===== src/rtl/bus_fabric.sv =====
// Single-master, N-slave bus interconnect: base/mask decode, per-slave ready, bus error on miss/timeout.
// Latency: decode miss -> rvalid next cycle; hit -> rvalid two cycles after accept plus slave wait states.
// Backpressure: one transaction in flight; m_gnt_o is low outside IDLE, so new requests wait.
//
// Ports:
//   clk_i, rst_ni                  clock, asynchronous active-low reset
//   m_req_i/m_we_i/m_addr_i/       master request, direction, address,
//   m_wdata_i/m_hb_i               write data and size (00 word, 01 half, 10 byte)
//   m_gnt_o                        request accepted this cycle (combinational, IDLE only)
//   m_rvalid_o/m_rdata_o/m_err_o   one-cycle response pulse; data/error hold between pulses
//   s_cs_o                         one-hot slave select, high only while accessing
//   s_we_o/s_addr_o/               registered write enable, address,
//   s_wdata_o/s_hb_o               write data and size
//   s_rdata_i/s_ready_i            packed slave read data and per-slave completion
module bus_fabric #(
    parameter int N_SLAVES = 4,
    parameter int ADDR_W   = 32,
    parameter int DATA_W   = 32,
    parameter int TIMEOUT  = 15,
    parameter logic [N_SLAVES*ADDR_W-1:0] SLV_BASE =
        {32'h0000_3000, 32'h0000_2000, 32'h0000_1000, 32'h0000_0000},
    parameter logic [N_SLAVES*ADDR_W-1:0] SLV_MASK =
        {32'hFFFF_F000, 32'hFFFF_FFF0, 32'hFFFF_F000, 32'hFFFF_F000}
) (
    input  logic                         clk_i,
    input  logic                         rst_ni,
    input  logic                         m_req_i,
    input  logic                         m_we_i,
    input  logic [ADDR_W-1:0]            m_addr_i,
    input  logic [DATA_W-1:0]            m_wdata_i,
    input  logic [1:0]                   m_hb_i,
    output logic                         m_gnt_o,
    output logic                         m_rvalid_o,
    output logic [DATA_W-1:0]            m_rdata_o,
    output logic                         m_err_o,
    output logic [N_SLAVES-1:0]          s_cs_o,
    output logic                         s_we_o,
    output logic [ADDR_W-1:0]            s_addr_o,
    output logic [DATA_W-1:0]            s_wdata_o,
    output logic [1:0]                   s_hb_o,
    input  logic [N_SLAVES*DATA_W-1:0]   s_rdata_i,
    input  logic [N_SLAVES-1:0]          s_ready_i
);

    localparam int CNT_W = $clog2(TIMEOUT + 1);

    typedef enum logic [1:0] {IDLE, ACCESS, RESP} state_t;

    state_t              state_q, state_d;
    logic [CNT_W-1:0]    cnt_q;
    logic [N_SLAVES-1:0] cs_q;
    logic                we_q;
    logic [ADDR_W-1:0]   addr_q;
    logic [DATA_W-1:0]   wdata_q;
    logic [1:0]          hb_q;
    logic [DATA_W-1:0]   rdata_q;
    logic                err_q;

    logic                hit;
    logic [N_SLAVES-1:0] hit_oh;
    logic                sel_ready;
    logic [DATA_W-1:0]   sel_rdata;
    logic                timed_out;

    // Scan from the top slot down so the lowest-index match is the last one written.
    always_comb begin
        hit    = 1'b0;
        hit_oh = '0;
        for (int k = N_SLAVES - 1; k >= 0; k--) begin
            if ((m_addr_i & SLV_MASK[k*ADDR_W +: ADDR_W]) == SLV_BASE[k*ADDR_W +: ADDR_W]) begin
                hit       = 1'b1;
                hit_oh    = '0;
                hit_oh[k] = 1'b1;
            end
        end
    end

    // cs_q is one-hot while in ACCESS, so it doubles as the response mux select;
    // ready from any unselected slot is masked off here.
    always_comb begin
        sel_rdata = '0;
        for (int k = 0; k < N_SLAVES; k++) begin
            if (cs_q[k]) begin
                sel_rdata = sel_rdata | s_rdata_i[k*DATA_W +: DATA_W];
            end
        end
    end

    assign sel_ready = |(s_ready_i & cs_q);
    assign timed_out = (cnt_q == CNT_W'(TIMEOUT - 1));

    always_ff @(posedge clk_i or negedge rst_ni) begin
        if (!rst_ni) begin
            state_q <= IDLE;
        end else begin
            state_q <= state_d;
        end
    end

    always_comb begin
        state_d    = state_q;
        m_gnt_o    = 1'b0;
        m_rvalid_o = 1'b0;
        case (state_q)
            IDLE: begin
                // Gated with reset so the grant also reads 0 while reset is held.
                m_gnt_o = m_req_i & rst_ni;
                if (m_req_i) begin
                    state_d = hit ? ACCESS : RESP;
                end
            end
            ACCESS: begin
                if (sel_ready || timed_out) begin
                    state_d = RESP;
                end
            end
            RESP: begin
                m_rvalid_o = 1'b1;
                state_d    = IDLE;
            end
            default: state_d = IDLE;
        endcase
    end

    always_ff @(posedge clk_i or negedge rst_ni) begin
        if (!rst_ni) begin
            cnt_q   <= '0;
            cs_q    <= '0;
            we_q    <= 1'b0;
            addr_q  <= '0;
            wdata_q <= '0;
            hb_q    <= '0;
            rdata_q <= '0;
            err_q   <= 1'b0;
        end else begin
            case (state_q)
                IDLE: begin
                    if (m_req_i) begin
                        if (hit) begin
                            cs_q    <= hit_oh;
                            we_q    <= m_we_i;
                            addr_q  <= m_addr_i;
                            wdata_q <= m_wdata_i;
                            hb_q    <= m_hb_i;
                            cnt_q   <= '0;
                        end else begin
                            err_q   <= 1'b1;
                            rdata_q <= '0;
                        end
                    end
                end
                ACCESS: begin
                    if (sel_ready) begin
                        rdata_q <= we_q ? '0 : sel_rdata;
                        err_q   <= 1'b0;
                        cs_q    <= '0;
                        we_q    <= 1'b0;
                    end else if (timed_out) begin
                        rdata_q <= '0;
                        err_q   <= 1'b1;
                        cs_q    <= '0;
                        we_q    <= 1'b0;
                    end else begin
                        cnt_q <= cnt_q + CNT_W'(1);
                    end
                end
                default: ;
            endcase
        end
    end

    assign m_rdata_o = rdata_q;
    assign m_err_o   = err_q;
    assign s_cs_o    = cs_q;
    assign s_we_o    = we_q;
    assign s_addr_o  = addr_q;
    assign s_wdata_o = wdata_q;
    assign s_hb_o    = hb_q;

endmodule


===== config.mk =====
export PLATFORM = sky130hd
export DESIGN_NAME = bus_fabric
export DESIGN_NICKNAME = d
export VERILOG_FILES = /design/src/rtl/bus_fabric.sv
export SDC_FILE = /design/constraint.sdc
export NUM_CORES = 1
export LEC_CHECK = 0
export ABC_AREA = 1
export BUFFER_PORTS_ARGS = -buffer_cell sky130_fd_sc_hd__buf_2
export CAP_MARGIN = 20
export CORE_AREA = 2 2 118 120
export DETAILED_ROUTE_END_ITERATION = 12
export DIE_AREA = 0 0 120 122
export PLACE_DENSITY = 0.8
export REMOVE_ABC_BUFFERS = 1
export SLEW_MARGIN = 0
export SYNTH_ARGS = -nofsm -noshare
export SYNTH_HDL_FRONTEND = slang
export SYNTH_SLANG_ARGS = --single-unit

===== constraint.sdc =====
create_clock -name clk_i -period 1.9 [get_ports clk_i]
set_clock_uncertainty 0.2 [all_clocks]
set_input_delay 0.285 -clock clk_i [delete_from_list [all_inputs] [get_ports clk_i]]
set_output_delay 0.285 -clock clk_i [all_outputs]
set_load 0.1 [all_outputs]

# --- Word level (Yosys, flattened, before mapping) ---
# Index checks and enable logic that the tools add are counted.
op_classes:
  bitwise_logic: 5
  reduce_logical: 10
  eq_ne: 13
  addsub: 1
  muxes: 44
op_table:
  columns: ["op", "n"]
  rows:
  - ["32-bit 2-to-1 mux", 9]
  - ["32-bit bitwise OR", 3]
  - ["32-bit one-hot mux with 2 select lines", 1]
  - ["4-bit 2-to-1 mux", 12]
  - ["32-bit zero test", 1]
  - ["28-bit by 10-bit equality test with 1-bit output, second input constant", 1]
  - ["20-bit by 1-bit equality test with 1-bit output, second input constant", 1]
  - ["20-bit by 2-bit equality test with 1-bit output, second input constant", 1]
  - ["4-bit one-hot mux with 2 select lines", 2]
  - ["1-bit 2-to-1 mux", 14]
  - ["2-bit inequality test, second input constant", 6]
  - ["4-bit AND reduction", 2]
  - ["2-bit 2-to-1 mux", 3]
  - ["5-bit AND reduction", 1]
  - ["4-bit by 1-bit adder with 4-bit output, second input constant", 1]
  - ["4-bit AND", 1]
  - ["4-bit equality test, second input constant", 1]
  - ["1-bit one-hot mux with 2 select lines", 2]
  - ["2-bit one-hot mux with 2 select lines", 1]
  - ["4-bit OR reduction", 1]
  - ["3-bit inequality test, second input constant", 1]
  - ["3-bit AND reduction", 1]
  - ["2-bit by 1-bit equality test with 1-bit output, second input constant", 1]
  - ["2-bit equality test, second input constant", 1]
  - ["5 further kinds", 5]
totals:
  in_bits: 202
  elab_cells: 82
  register_bits: 110

# --- Longest topological paths before layout ---
logic_depth:
  word_depth: 10
  depth_mapped: 14

# --- Worst setup path after synthesis ---
# No wires, ideal clock.
synth_timing:
  path_kind: "reg2reg"
  from: "register cs_q[1] (netlist: s_cs_o[1])"
  to: "register rdata_q[10] (netlist: m_rdata_o[10])"
  n_path_buf: 2
  setup_slack_ps: -457
  stages_incl_launch_ff: 12
  arrival_time_ps: 2035
  period_less_slack_ps: 2357
  t_required_ps: 1578
  setup_time_ps: 122
  path_cell_list: "dfrtp_1 -> buf_2 -> nand2_1 -> nand3_1 -> a21oi_2 -> nand2_1 -> nand3_2 -> nand2_1 -> nand2_2 -> buf_4 -> nand2_1 -> nand2_1"
synth_between:
  elab_chain_cells: 8
  word_cells_on_any_way: 12
  classes_between: "eq/ne (1); mux (6); bitwise (3); reduce/logical (2)"
synth_rtl:
  columns: ["element", "line", "text"]
  rows:
  - ["start, declared", "51", "logic [N_SLAVES-1:0] cs_q;"]
  - ["start signal, assigned", "140", "cs_q <= hit_oh;"]
  - ["32-bit 2-to-1 mux", "83", "if (cs_q[k]) begin"]
  - ["32-bit bitwise OR", "84", "sel_rdata = sel_rdata | s_rdata_i[k*DATA_W +: DATA_W];"]
  - ["32-bit 2-to-1 mux", "83", null]
  - ["32-bit bitwise OR", "84", null]
  - ["32-bit 2-to-1 mux", "83", null]
  - ["32-bit 2-to-1 mux", "154", "rdata_q <= we_q ? '0 : sel_rdata;"]
  - ["32-bit 2-to-1 mux", "153", "if (sel_ready) begin"]
  - ["32-bit one-hot mux with 2 select lines", "136", "case (state_q)"]
  - ["end signal, assigned", "154", null]
  - ["end, declared", "56", "logic [DATA_W-1:0] rdata_q;"]
# Parallel ways exist; a longest one is shown, timed or not.
# A chain may end at the register's enable or synchronous reset.

# --- Worst setup path in the final report ---
layout_timing:
  from: "register state_q[0]"
  to: "output port m_gnt_o"
layout_between:
  elab_chain_cells: 2
layout_rtl:
  columns: ["element", "line", "text"]
  rows:
  - ["start, declared", "49", "state_t state_q, state_d;"]
  - ["start signal, assigned", "96", "state_q <= state_d;"]
  - ["2-bit zero test", "104", "case (state_q)"]
  - ["1-bit 2-to-1 mux", "104", null]
  - ["end, declared", "32", "output logic m_gnt_o,"]
# No other way between the ends.

==> results.json <==
{
  "dp.final_hpwl_um": 12000,
  "core-area_um2": 13500,
  "worst_hold_path_type": "in -> reg",
  "placed_cells": 1161,
  "finalMaxSlewViolations": 0,
  "ioPinCount": 308,
  "syn_area_um2": 5270,
  "wl_met1_um": 7130,
  "initial_core_util": 0.390,
  "firstDrtPassIters": 4,
  "ys_seq_area_frac": 0.522,
  "die_width_um": 120,
  "end_kind": "output port",
  "wl_met2_um": 8810,
  "antenna_found_initial": 2,
  "grt_overflow": 0,
  "worst_pin_slew_ps": 598,
  "htree_levels": 3,
  "crit_fanout": 4,
  "startpoint_type": "register",
  "fin_cells": 1226,
  "netlist_top_cells_count": "nand2_1, dfrtp_1, nor2_1",
  "critical_path_class": "reg -> out",
  "peakVddDrop_mv": 0.403,
  "clockBufferDepth": 2,
  "drc": 0,
  "ys_seq_elements": 110,
  "drive_above_1_share": 0.334,
  "setup_viol": 0,
  "netlist_instances": 699,
  "wl_per_cell_um": 14.6,
  "grt_use_total": 0.240,
  "post-route-min-period_ps": 1820,
  "cts_tree": "built",
  "via_per_inst": 4.80,
  "dieArea_um2": 14600,
  "layout.nets": 1244,
  "cts_setup_buffers": 0,
  "numPortBuffers": 307,
  "synth_edf_count": 0,
  "numClockSinks": 110,
  "cap_viol_max_count": 0,
  "synth_top_area_share": 0.522,
  "hold_viol": 0,
  "arrival_ps": 1330,
  "highest_layer": "met4",
  "drt-total-wl_um": 17900,
  "powerDensity_nw_per_um2": 594,
  "yosys_most_used_dff": "dfrtp_1",
  "grt_pass1_wl_um": 27800,
  "synth_top_area_cell": "dfrtp_1",
  "num_rows": 43,
  "max_freq_ghz": 0.550,
  "insertion_delay_ps": 340,
  "p_leak_uw": 0.00447,
  "run_status": "finished clean",
  "yosys_warnings": 0,
  "synth-async-reset-ratio": 1.00,
  "synth_area_leaders": "dfrtp_1, nand2_1, a41oi_1, nor2_1, inv_1",
  "grt_pass1_vias": 5834,
  "timing.critical_path.required_ps": 1410,
  "fillCellCount": 1184,
  "grt_max_degree": 111,
  "relSlewSlack": 0.601,
  "area_growth_pct": 50.1,
  "path_clk_slew_ps": 70,
  "cts_buffers": 9,
  "clockRootBuffer": "clkbuf_16",
  "drt_iter0_markers": 309,
  "route.met3.wl_um": 1350,
  "vias": 5888,
  "synth.avg_cell_area_um2": 7.54,
  "gp_congestion": 0.862,
  "finalSetupTns_ps": 0,
  "rsz0062_at_grt": "false",
  "die_height_um": 122,
  "synth.distinct_cells": 24,
  "synth_most_common_cell": "nand2_1",
  "antenna_left": 0,
  "period_share": 0.958
}
metrics by stage:
step | utilization | power, uW | instance area (um2) | hold slack (ps) | setup slack, ps
6_report | 0.586 | 4700 | 7910 | 45.1 | 80.7
5_1_grt | 0.586 | 4870 | 7910 | 41.1 | 14.8
4_1_cts | 0.585 | 4750 | 7900 | 32.0 | 21.3
3_5_place_dp | 0.527 | 2760 | 7120 | 225 | 32.3
3_3_place_gp | 0.527 | 2760 | 7120 | 226 | 62.0
2_1_floorplan | - | 2470 | 5070 | -211 | -1410
registers in the layout (all words and copies together) (netlist names):
signal and flops:
cnt_q 4, m_err_o 1, m_rdata_o 32, s_addr_o 32, s_cs_o 4, s_hb_o 2
s_wdata_o 32, s_we_o 1, state_q 2
repair_timing:
action / 4_1_cts / 5_1_grt
pin swaps: 0 / 2
gates resized for setup: 1 / 2
hold buffers: 48 / 0
endpoints found under the setup margin: 1 / 1
endpoints found under the hold margin: 157 / 0
routing by layer:
layer,GRT usage,up-vias
met1,0.285,2725
met3,0.0515,43
met2,0.413,264
met4,0.121,0
met5,0,-
li1,-,2856
power breakdown:
group / switching, uW / leakage [uW] / internal [uW]
Clock: 866 / 0.000149 / 1040
Sequential: 2.44 / 0.00144 / 2340
Combinational: 215 / 0.00288 / 238
final timing paths:
kind | from | to | slack (ps) | cells past startpoint
setup reg to reg | cnt_q[0] | m_rdata_o[0] | 200 | 10
max in group asynchronous | rst_ni | m_rdata_o[9] | 640 | 3
hold / removal | m_addr_i[13] | s_addr_o[13] | 50 | 3
hold reg to reg | m_rdata_o[7] | m_rdata_o[7] | 270 | 2
min in group asynchronous | rst_ni | m_err_o | 400 | 3
setup / recovery | state_q[0] | m_gnt_o | 80 | 4
critical path: stages, from the launching register on:
cell     delay, ps
dfrtp_1        430
nor2_2         140
nand2_2         80
nor2_2         150
buf_12         190
cells in the final DEF (no fill, tap or decap), types with 2 or more instances in the layout:
cell type and instances:
a41oi_1 32, xor2_1 2, o21ai_0 2, clkbuf_16 9
nor2_1 48, nand3_1 14, ha_1 2, clkinv_2 2
buf_4 8, buf_12 13, inv_1 32, nor2_2 4
dfrtp_1 110, nand4_1 3, dlygate4sd3_1 48, nand2_1 399
inv_2 3, nand2_2 3, buf_2 300
kinds of logic (layout without fill, tap and decap cells):
group	after synthesis	in the layout	share of synthesized area
buffers and inverters	74	420	0.0625
flip-flops	110	110	0.522
AND/OR/NAND/NOR	474	474	0.347
other	0	1	0
XOR/XNOR	2	2	0.00333
adder cells (fa/ha/maj)	2	2	0.00475
AO/OA/AOI/OAI	37	37	0.0598
layout make-up:
cell class,count,area [um2],share of cell area
Sequential cell,110,2750,0.348
Multi-Input combinational cell,515,2200,0.278
Clock buffer,10,229,0.0290
Antenna cell,1,2.50,0.000316
Timing Repair Buffer,369,2300,0.291
Inverter,35,131,0.0166
Clock inverter,6,68.8,0.00870
Tap cell,180,225,0.0285
(Power assumes the default switching activity.)
